### src/rtl/fifo_burst_pkg.sv
// Shared types for the FIFO burst reader: the two-state control machine.
package fifo_burst_pkg;

  typedef enum logic {
    IDLE  = 1'b0,
    BURST = 1'b1
  } state_e;

endpackage

### src/rtl/fifo_burst_reader.sv
// Drains an upstream FIFO read port in bursts of up to BurstLen words through
// a single output register, with flush and idle-timeout forcing of partial bursts.
module fifo_burst_reader
  import fifo_burst_pkg::*;
#(
  parameter int Width    = 16,
  parameter int Depth    = 4,
  parameter int BurstLen = 4,
  parameter int Timeout  = 8,
  localparam int DepthW  = $clog2(Depth + 1)
) (
  input  logic              clk_i,
  input  logic              rst_i,
  input  logic              fifo_rvalid_i,
  output logic              fifo_rready_o,
  input  logic [Width-1:0]  fifo_rdata_i,
  input  logic [DepthW-1:0] fifo_rdepth_i,
  input  logic              flush_i,
  output logic              out_valid_o,
  input  logic              out_ready_i,
  output logic [Width-1:0]  out_data_o,
  output logic              out_first_o,
  output logic              out_last_o,
  output logic              busy_o
);

  localparam int RemW = $clog2(BurstLen + 1);
  localparam int TimW = $clog2(Timeout + 1);

  localparam logic [DepthW-1:0] BurstDepth = DepthW'(BurstLen);
  localparam logic [RemW-1:0]   BurstRem   = RemW'(BurstLen);
  localparam logic [RemW-1:0]   RemOne     = RemW'(1);
  localparam logic [TimW-1:0]   TimeoutVal = TimW'(Timeout);

  generate
    if (BurstLen < 1 || BurstLen > Depth || Timeout < 1) begin : g_bad_params
      $error("fifo_burst_reader: need 1 <= BurstLen <= Depth and Timeout >= 1");
    end
  endgenerate

  state_e            state_q, state_d;
  logic [RemW-1:0]   remaining_q, remaining_d;
  logic [TimW-1:0]   timer_q, timer_d;
  logic              first_pend_q, first_pend_d;
  logic              out_valid_q, out_valid_d;
  logic [Width-1:0]  out_data_q, out_data_d;
  logic              out_first_q, out_first_d;
  logic              out_last_q, out_last_d;

  logic              rready;
  logic              pop;
  logic              start_full;
  logic              start_forced;
  logic [RemW-1:0]   partial_len;

  always_comb begin
    state_d      = state_q;
    remaining_d  = remaining_q;
    timer_d      = timer_q;
    first_pend_d = first_pend_q;
    out_valid_d  = out_valid_q;
    out_data_d   = out_data_q;
    out_first_d  = out_first_q;
    out_last_d   = out_last_q;

    rready       = (state_q == BURST) && (!out_valid_q || out_ready_i);
    pop          = fifo_rvalid_i && rready;
    start_full   = (fifo_rdepth_i >= BurstDepth);
    start_forced = !start_full && (flush_i || (timer_q == TimeoutVal)) && fifo_rvalid_i;

    // Occupancy may lag rvalid on an async FIFO, so a zero depth still moves one word.
    if (fifo_rdepth_i == '0) begin
      partial_len = RemOne;
    end else begin
      partial_len = RemW'(fifo_rdepth_i);
    end

    case (state_q)
      IDLE: begin
        if (start_full) begin
          state_d      = BURST;
          remaining_d  = BurstRem;
          timer_d      = '0;
          first_pend_d = 1'b1;
        end else if (start_forced) begin
          state_d      = BURST;
          remaining_d  = partial_len;
          timer_d      = '0;
          first_pend_d = 1'b1;
        end else if (!fifo_rvalid_i) begin
          timer_d = '0;
        end else if (timer_q != TimeoutVal) begin
          timer_d = timer_q + 1'b1;
        end
      end
      BURST: begin
        timer_d = '0;
        if (pop) begin
          remaining_d  = remaining_q - 1'b1;
          first_pend_d = 1'b0;
          if (remaining_q == RemOne) begin
            state_d = IDLE;
          end
        end
      end
      default: begin
        state_d = IDLE;
      end
    endcase

    // A pop overwrites the register even while its current beat is being taken.
    if (pop) begin
      out_valid_d = 1'b1;
      out_data_d  = fifo_rdata_i;
      out_first_d = first_pend_q;
      out_last_d  = (remaining_q == RemOne);
    end else if (out_valid_q && out_ready_i) begin
      out_valid_d = 1'b0;
    end
  end

  always_ff @(posedge clk_i or posedge rst_i) begin
    if (rst_i) begin
      state_q      <= IDLE;
      remaining_q  <= '0;
      timer_q      <= '0;
      first_pend_q <= 1'b0;
      out_valid_q  <= 1'b0;
      out_data_q   <= '0;
      out_first_q  <= 1'b0;
      out_last_q   <= 1'b0;
    end else begin
      state_q      <= state_d;
      remaining_q  <= remaining_d;
      timer_q      <= timer_d;
      first_pend_q <= first_pend_d;
      out_valid_q  <= out_valid_d;
      out_data_q   <= out_data_d;
      out_first_q  <= out_first_d;
      out_last_q   <= out_last_d;
    end
  end

  assign fifo_rready_o = rready;
  assign out_valid_o   = out_valid_q;
  assign out_data_o    = out_data_q;
  assign out_first_o   = out_first_q;
  assign out_last_o    = out_last_q;
  assign busy_o        = (state_q == BURST) || out_valid_q;

endmodule

### config.mk
export PLATFORM = sky130hd
export DESIGN_NAME = fifo_burst_reader
export DESIGN_NICKNAME = d
export VERILOG_FILES = /design/src/rtl/fifo_burst_pkg.sv /design/src/rtl/fifo_burst_reader.sv
export SDC_FILE = /design/constraint.sdc
export NUM_CORES = 1
export LEC_CHECK = 0
export ABC_AREA = 1
export BUFFER_PORTS_ARGS = -buffer_cell sky130_fd_sc_hd__buf_2
export CAP_MARGIN = 20
export CORE_MARGIN = 2
export CORE_UTILIZATION = 35
export CTS_CLUSTER_SIZE = 16
export DETAILED_ROUTE_END_ITERATION = 6
export GPL_TIMING_DRIVEN = 0
export SLEW_MARGIN = 10
export SYNTH_ARGS = -nofsm -noshare
export SYNTH_HDL_FRONTEND = slang
export SYNTH_SLANG_ARGS = --single-unit
### constraint.sdc
create_clock -name clk_i -period 1.2 [get_ports clk_i]
set_clock_uncertainty 0.1 [all_clocks]
set_input_delay 0.12 -clock clk_i [delete_from_list [all_inputs] [get_ports clk_i]]
set_output_delay 0.12 -clock clk_i [all_outputs]
set_load 0.03 [all_outputs]
==> run summary <==
The flow ran to the end, but the final reports show violations. The checks that failed: hold timing, setup timing. The share of the core filled with cells in the final layout is 0.647. The global-route wire length before repair came out at 4870 µm. The layout cell share with drive strength beyond 1 is 0.547.

Synthesis produced a netlist whose cell count is 143. The floorplan step set the die width to 63.3 µm. The total of flip-flops plus latches after synthesis is 28. Yosys attributes the largest share of cell area to dfrtp_1 (57%), nand2_1 (22%), ha_1 (4.1%).

The placed cell count came out at 233. Hold timing on the final database bottoms out at a slack of -21.2 ps. The clock root buffer is clkbuf_4. The initial antenna violation count is 0.

Setup repair after global routing could not meet its margin everywhere. The leading cell type in the layout, fill and taps excluded is buf_2. The final net count came out at 254. The min-delay analysis places its worst path in the category input pin to flip-flop. The count of filler cells inserted in the layout is 297.

The maximum fanout along the worst path came out at 3. The hold violation total from the final report came out at 1. Clock latency on the worst-skew pair, taken at its later pin, is 330 ps. In this run the number of H-tree levels came out at 1. The total clock buffers created by CTS came out at 3.

The starting density of the core is 0.366. The kind of end point of the critical path is an output port. The number of sinks handled by clock tree synthesis came out at 28. In this run, distinct cell masters in the synthesized netlist total 19.

The overall die area is 0.00401 mm². The number of cells on the worst reg-to-reg path came out at 6. Detailed routing inserted a total of 1196 vias. The area fraction of the dominant cell type after synthesis is 0.569.

Summed over all instances, the cell type with the most area after synthesis is dfrtp_1. The total overflow left after global routing is 0. The number of global-route vias before repair is 1125.

The area of the multi-input gates is 677 µm². The vertical die dimension came out at 63.3 µm. The count of buffers inserted at the top-level ports came out at 44. The count of placed standard cells in the final layout, fillers left out came out at 271. The number of endpoints failing setup at the final stage is 17. The clock transition at the register clock pins on the worst setup and hold paths after CTS came out at 140 ps. The total detailed-routing wirelength came out at 3120 µm. The reported leakage power came out at 1.15 nW.

The initialized floorplan defines 21 standard-cell rows. The shortest clock period the worst path allows after layout came out at 1310 ps. At the worst endpoint, the arrival time is 1090 ps. The detail-routed via count per cell came out at 4.41. The area of the core is 0.00336 mm².

The final HPWL from detailed placement came out at 1900 µm. The total global routing track utilization is 0.154. The final clock period utilization by the worst path is 1.09. The slack of the critical path came out at -114 ps.

The maximum number of pins on one net before global-route repair is 29. The required time reported for the critical path endpoint is 980 ps. The buffer depth of the longest clock path came out at 2. The routed length per placed instance is 11.5 µm.

The total standard cell area after synthesis came out at 0.00123 mm². Tracing the worst setup path back leads to its startpoint at out_valid_o. The worst vdd rail ir drop is 1060 µV. The sequential element share of the synthesized area is 0.569. The net count of the mapped netlist is 171.

The top-level I/O count is 45. The highest achievable clock rate came out at 761 MHz. The slack of the worst reg-to-reg path is -70 ps. The antenna diode count is 0. In the routed design, unresolved DRC markers number 0.

The worst register-to-register path begins at state_q. The critical path is of the flip-flop to output port type. Leaving out fill and tap cells, the most frequent cells in the layout are buf_2 (39), nand2_1 (36), nand2_2 (28), dfrtp_1 (26), dlygate4sd3_1 (18).

Relative to the synthesized area, the layout overhead comes to 76.6%. The relative max-transition margin is 0.789. The antenna violation net count after detailed routing is 0. In this run the worst setup path terminates at fifo_rready_o.

The synthesized area divided by synthesized cell count came out at 8.61 µm². TritonCTS built the clock tree. The yosys synthesis warning count is 0. The category of the worst setup path launch point is a flip-flop.

The measured slew at the worst slew-check pin came out at 317 ps. The max-slew violation count is 0. The terminus of the critical flop-to-flop path is state_q.

The power density over cell area is 2150 mW/mm². Across the run, the number of max-cap violations was 0. The sequential cell area came out at 703 µm². Routability-driven placement finished with a final weighted congestion of 0.718. The iteration-0 DRC count of the detailed router is 18. The number of search-and-repair iterations in the first detailed-routing pass is 3.
==> state kept, by name, summed over array words and instances (netlist names) <==
name	cells
first_pend_q	1
out_data_o	16
out_first_o	1
out_last_o	1
out_valid_o	1
remaining_q	3
state_q	1
timer_q	4
==> through the flow <==
stage	hold WS [ps]	worst slack [ps]	power, mW	setup TNS [ps]	cell area (µm²)
global route	-11.3	-154	4.99	-1910	2170
detailed placement	218	-109	3.52	-633	1550
floorplan	85.3	8.47	2.96	0	1270
CTS	-54.5	-127	4.23	-347	1870
global placement	213	-76.1	3.47	-419	1550
finish	-21.2	-114	4.68	-735	2170
==> power breakdown <==
| part | total, mW | switching (mW) | internal, mW |
|---|---|---|---|
| logic | 2.65 | 1.60 | 1.05 |
| registers | 1.57 | 0.249 | 1.32 |
| clock network | 0.464 | 0.278 | 0.186 |
| total | 4.68 | 2.13 | 2.56 |
==> cell type report <==
cell class                 count  area share
clock buffer                   4      0.0167
tap                           46      0.0265
buffer                         3      0.0173
timing repair buffer          78       0.278
multi-input combinational     99       0.311
inverter                      13      0.0270
sequential                    28       0.323
==> timing repair <==
item / 4_1_cts / 5_1_grt
gates resized for setup: 20 / 60
hold endpoints to repair: 47 / 29
hold buffers: 17 / 1
buffers inserted: 7 / 6
setup endpoints to repair: 15 / 33
pin swaps: 3 / 18
cloned: 0 / 2
==> Yosys cell counts, drive strengths merged <==
cell	number
inv	12
nor3	3
clkinv	1
nor3b	1
buf	3
nand3b	1
nand3	4
ha	4
nand2	71
a21boi	1
o21ai	4
nand4	3
nor2	4
dfrtp	28
xnor2	2
xor2	1
==> kinds of logic after synthesis <==
family          after synthesis  share of synthesized area
buf+inv                      16                     0.0579
fa+ha+maj                     4                     0.0407
simple gates                 87                      0.289
compound gates                5                     0.0224
xor+xnor                      3                     0.0213
flops                        28                      0.569
==> critical path, cell delays in order (launching register included) <==
cell     delay, ps
dfrtp_2        450
inv_2           60
nor2_2          30
nor2_2          80
buf_6          140
==> worst min-delay path by stage <==
stage / from / end / slack, ps / depth (start not counted)
after floorplan: rst_i / first_pend_q / 90 / 1
after global placement: fifo_rdata_i[15] / out_data_o[15] / 210 / 3
after detailed placement: fifo_rdata_i[8] / out_data_o[8] / 220 / 3
after CTS: rst_i / out_data_o[14] / -50 / 2
after global routing: out_ready_i / out_valid_o / -10 / 4
final: out_ready_i / out_valid_o / -20 / 4
==> layer usage <==
metal / part of all wire / global-route usage
met3: 0.040 / 0.0286
met1: 0.40 / 0.175
met4: 0.015 / 0.0652
met5: 0 / 0
met2: 0.54 / 0.281
Note: power is estimated with default switching activity, not from simulation.
